[src/rtl/fifo_ptr_ctrl.sv]
// Single-clock FIFO pointer controller: Gray-coded read/write pointers, memory strobes/addresses,
// full/empty/count status. Define FIFO_ERR_FLAGS_EN to add sticky overflow/underflow flags.

module gray_to_binary #(
  parameter int W = 4
) (
  input  logic [W-1:0] gray,
  output logic [W-1:0] bin
);
  // Each binary bit is the XOR of all Gray bits at or above it; no chained net.
  for (genvar i = 0; i < W; i++) begin : g_bit
    assign bin[i] = ^gray[W-1:i];
  end
endmodule

module fifo_ptr_ctrl #(
  parameter int ADDR_W = 4
) (
  input  logic              clk,
  input  logic              rst_n,
  input  logic              wr_req,
  input  logic              rd_req,
  output logic              wr_en,
  output logic [ADDR_W-1:0] wr_addr,
  output logic              rd_en,
  output logic [ADDR_W-1:0] rd_addr,
  output logic [ADDR_W:0]   wr_ptr_gray,
  output logic [ADDR_W:0]   rd_ptr_gray,
  output logic              full,
  output logic              empty,
  output logic [ADDR_W:0]   count
`ifdef FIFO_ERR_FLAGS_EN
  ,
  output logic              overflow,
  output logic              underflow
`endif
);
  localparam int PW = ADDR_W + 1;
  // Full when the top two Gray bits differ and the rest match; valid for ADDR_W == 1 too.
  localparam logic [ADDR_W:0] FULL_MASK = PW'(3) << (ADDR_W - 1);

  logic [ADDR_W:0] wr_ptr_gray_q, wr_ptr_gray_d;
  logic [ADDR_W:0] rd_ptr_gray_q, rd_ptr_gray_d;
  logic [ADDR_W:0] wr_bin, rd_bin, wr_bin_inc, rd_bin_inc;
  logic            push, pop;

  gray_to_binary #(.W(PW)) u_wr_g2b (.gray(wr_ptr_gray_q), .bin(wr_bin));
  gray_to_binary #(.W(PW)) u_rd_g2b (.gray(rd_ptr_gray_q), .bin(rd_bin));

  assign empty = (wr_ptr_gray_q == rd_ptr_gray_q);
  assign full  = (wr_ptr_gray_q == (rd_ptr_gray_q ^ FULL_MASK));
  assign count = wr_bin - rd_bin;

  // Strobes are held low while reset is asserted, even with requests pending.
  assign push = wr_req & ~full & rst_n;
  assign pop  = rd_req & ~empty & rst_n;

  assign wr_en       = push;
  assign rd_en       = pop;
  assign wr_addr     = wr_bin[ADDR_W-1:0];
  assign rd_addr     = rd_bin[ADDR_W-1:0];
  assign wr_ptr_gray = wr_ptr_gray_q;
  assign rd_ptr_gray = rd_ptr_gray_q;

  assign wr_bin_inc = wr_bin + PW'(1);
  assign rd_bin_inc = rd_bin + PW'(1);

  always_comb begin
    wr_ptr_gray_d = wr_ptr_gray_q;
    rd_ptr_gray_d = rd_ptr_gray_q;
    if (push) wr_ptr_gray_d = wr_bin_inc ^ (wr_bin_inc >> 1);
    if (pop)  rd_ptr_gray_d = rd_bin_inc ^ (rd_bin_inc >> 1);
  end

  always_ff @(posedge clk or negedge rst_n) begin
    if (!rst_n) begin
      wr_ptr_gray_q <= '0;
      rd_ptr_gray_q <= '0;
    end else begin
      wr_ptr_gray_q <= wr_ptr_gray_d;
      rd_ptr_gray_q <= rd_ptr_gray_d;
    end
  end

`ifdef FIFO_ERR_FLAGS_EN
  logic overflow_q, overflow_d;
  logic underflow_q, underflow_d;

  always_comb begin
    overflow_d  = overflow_q  | (wr_req & full);
    underflow_d = underflow_q | (rd_req & empty);
  end

  always_ff @(posedge clk or negedge rst_n) begin
    if (!rst_n) begin
      overflow_q  <= 1'b0;
      underflow_q <= 1'b0;
    end else begin
      overflow_q  <= overflow_d;
      underflow_q <= underflow_d;
    end
  end

  assign overflow  = overflow_q;
  assign underflow = underflow_q;
`else
  // Without error flags, rejected requests are simply dropped.
`endif

endmodule

[config.mk]
export PLATFORM = sky130hd
export DESIGN_NAME = fifo_ptr_ctrl
export DESIGN_NICKNAME = d
export VERILOG_FILES = /design/src/rtl/fifo_ptr_ctrl.sv
export SDC_FILE = /design/constraint.sdc
export NUM_CORES = 1
export LEC_CHECK = 0
export CAP_MARGIN = 20
export CORE_AREA = 2 2 56 47
export CTS_CLUSTER_SIZE = 30
export DETAILED_ROUTE_END_ITERATION = 6
export DIE_AREA = 0 0 58 49
export PLACE_DENSITY = 0.87
export SKIP_CTS_REPAIR_TIMING = 1
export SLEW_MARGIN = 40
export SYNTH_ARGS = -nofsm -noshare
export SYNTH_HDL_FRONTEND = slang
export SYNTH_SLANG_ARGS = --single-unit
export TNS_END_PERCENT = 50
[constraint.sdc]
create_clock -name clk -period 5 [get_ports clk]
set_input_delay 1.5 -clock clk [delete_from_list [all_inputs] [get_ports clk]]
set_output_delay 1.5 -clock clk [all_outputs]
set_load 0.01 [all_outputs]
==> results.md <==
- Filler Cells Inserted: 199
- Worst min path class: reg2reg
- Syn_nets: 121
- Storage element area: approximately 250 um2
- Worst skew pair latency: approximately 0.27 ns
- CP Max Fanout: 7
- Fin area: ~0.0014 mm2
- Site Rows: 16
- Grt total ovfl: 0
- Ys async rst share: 1.00
- GRT busiest layer: met2
- Achievable frequency: just over 200 MHz
- GRT Total Usage: 0.175
- Met1 GRT Util: 0.203
- N_diodes: 0
- ANT nets after route: 0
- Clock Path Buffers: 2
- Final setup vio count: 0
- Setup ws final: 0.111 ns
- Tmin final: 4.89 ns
- Status: completed
- WL per Instance: 13.5 um
- Number of global-route vias before repair: roughly 900
- Die span in y: 49 um
- Die Width: 58 um
- Placed cell areas: 0.00133 mm2
- Final GP Congestion: around 0.82
- I/O Buffers: 30
- CP Capture Type: primary output
- Core ar.: 0.00232 mm2
- Via/cell ratio: 5.06
- Layout cells sized above 1: 0.182
- # DRC: 0
- Die footprint: 0.00284 mm2
- Pre-Repair DR Iteration Count: 4
- Final worst path period share: 0.978
- Skew final: 0.000566 ns
- Final Hold Vio Count: 0
- Multi-input gate area: 688 um2
- Synth Register Bits: 10
- DR vias: 886
- WP data required: 3.50 ns
- Met3 Use GR: 0.0531
- Syn Inst Count: 110
- First-pass GRT wire length: 3910 um
- Number of CTS-inserted buffers: 3
- Slew headroom: 0.705
- Setup crit start kind: flip-flop
- WL final: about 2400 um
- DRT iter0 DRCs: 12
- Warnings, synthesis: 0
- Ports: 31
- Dpl hpwl: 1910 um
- H-Tree Level Count: 1
- Met2 Use GR: 0.305
- EDFF count, synth: 0
- Final #Nets: 160
- Largest net degree at the start of global routing: 12
- CTS clk-pin slew, worst paths: 0.07 ns
- Post-synth cell types: 33
- Post-synthesis average cell area: a little over 9 um2
- Clk root buf: clkbuf_4
- WP data arrival: 3.39 ns
- Crit Path Category: reg2out
- Worst slew pin tran: 0.441 ns
- Area grow syn2layout: 42.2%
- Slew Viols, Final: 0
- Sequential area share after synthesis: 0.251
- Clk sinks: 10
- Initial antenna violation count: 0
- DP Worst Slack: 0.211 ns
- Most used DFF post-synth: dfrtp_1
- Max-cap viol count: 0
- Post-synth design cell area: 996 um2
- Initial Util: 0.429
- TritonCTS clock tree: built
==> metrics by stage <==
| stage | hold WS, ns | std cells | utilization | setup TNS (ns) |
|---|---|---|---|---|
| after floorplan | 0.594 | 110 | - | 0 |
| after global placement | 0.585 | 167 | 0.571 | 0 |
| after detailed placement | 0.597 | 167 | 0.571 | 0 |
| after CTS | 0.608 | 171 | 0.586 | -0.0916 |
| after global routing | 0.657 | 175 | 0.610 | -0.0428 |
| final | 0.595 | 175 | 0.610 | 0 |
==> placed cells by master, fill, tap and decap left out, types with 2 or more instances in the layout <==
| cell type | instances |
|---|---|
| a21o_1 | 2 |
| xor2_1 | 5 |
| a21oi_1 | 7 |
| nor3b_1 | 2 |
| nand2_1 | 10 |
| dfrtp_1 | 8 |
| clkbuf_4 | 3 |
| inv_1 | 9 |
| xor2_2 | 2 |
| ha_1 | 6 |
| clkdlybuf4s50_1 | 30 |
| o21ai_0 | 6 |
| dfrtp_2 | 2 |
| nor2_1 | 8 |
| buf_4 | 9 |
| xnor2_1 | 17 |
| mux2_1 | 2 |
==> routing by layer <==
layer / vias up / part of all wire
met5: - / 0
met4: 0 / 0.0047
met3: 2 / 0.053
met2: 22 / 0.52
met1: 421 / 0.42
li1: 441 / -
==> kinds of logic (layout without fill, tap and decap cells) <==
group / count (synthesis) / count (layout) / share of synthesized area
simple gates: 25 / 25 / 0.123
buf+inv: 15 / 53 / 0.0804
xor+xnor: 26 / 26 / 0.251
fa+ha+maj: 7 / 7 / 0.0955
flops: 10 / 10 / 0.251
compound gates: 24 / 24 / 0.161
mux: 3 / 3 / 0.0377
==> worst paths after layout <==
path | startpoint | endpoint | slack, ns | depth (start not counted)
setup / recovery | rd_ptr_gray[3] | count[4] | 0.11 | 11
hold / removal | wr_ptr_gray[0] | wr_ptr_gray[0] | 0.59 | 1
setup reg to reg | rd_ptr_gray[3] | rd_ptr_gray[4] | 2.47 | 7
hold reg to reg | wr_ptr_gray[0] | wr_ptr_gray[0] | 0.59 | 1
max in group asynchronous | rst_n | rd_ptr_gray[4] | 3.22 | 2
min in group asynchronous | rst_n | rd_ptr_gray[2] | 1.62 | 2
==> Yosys cell counts (2+ instances only) <==
library cell | instances | share of area
ha_1 | 6 | 0.075
nor3b_1 | 2 | 0.015
buf_6 | 3 | 0.034
a21oi_1 | 8 | 0.040
a21o_1 | 2 | 0.015
dfrtp_1 | 10 | 0.25
mux2_1 | 2 | 0.023
xor2_2 | 2 | 0.033
xor2_1 | 5 | 0.044
nor2_1 | 8 | 0.030
xnor2_1 | 18 | 0.16
inv_1 | 9 | 0.034
nand2_1 | 10 | 0.038
o21ai_0 | 6 | 0.030
==> flip-flops by register name (all words and copies together) (netlist names) <==
name / flops
rd_ptr_gray: 5
wr_ptr_gray: 5
==> critical path: stages (launching register included) <==
cell,delay [ns]
dfrtp_2,0.48
xnor2_4,0.24
xor2_2,0.22
xor2_2,0.29
xnor2_2,0.18
ha_1,0.19
inv_1,0.07
fa_1,0.43
a21o_1,0.19
a21oi_2,0.16
xnor2_1,0.13
clkdlybuf4s50_1,0.55
==> final cells by class <==
class | instances | share of cell area
Multi-Input combinational cell | 85 | 0.486
Inverter | 10 | 0.0265
Sequential cell | 10 | 0.178
Timing Repair Buffer | 39 | 0.260
Clock buffer | 4 | 0.0256
Tap cell | 27 | 0.0239
Power is left out: the tool's default activity adds up to more than one toggle a clock period on the data nets, which glitch-free logic cannot reach.
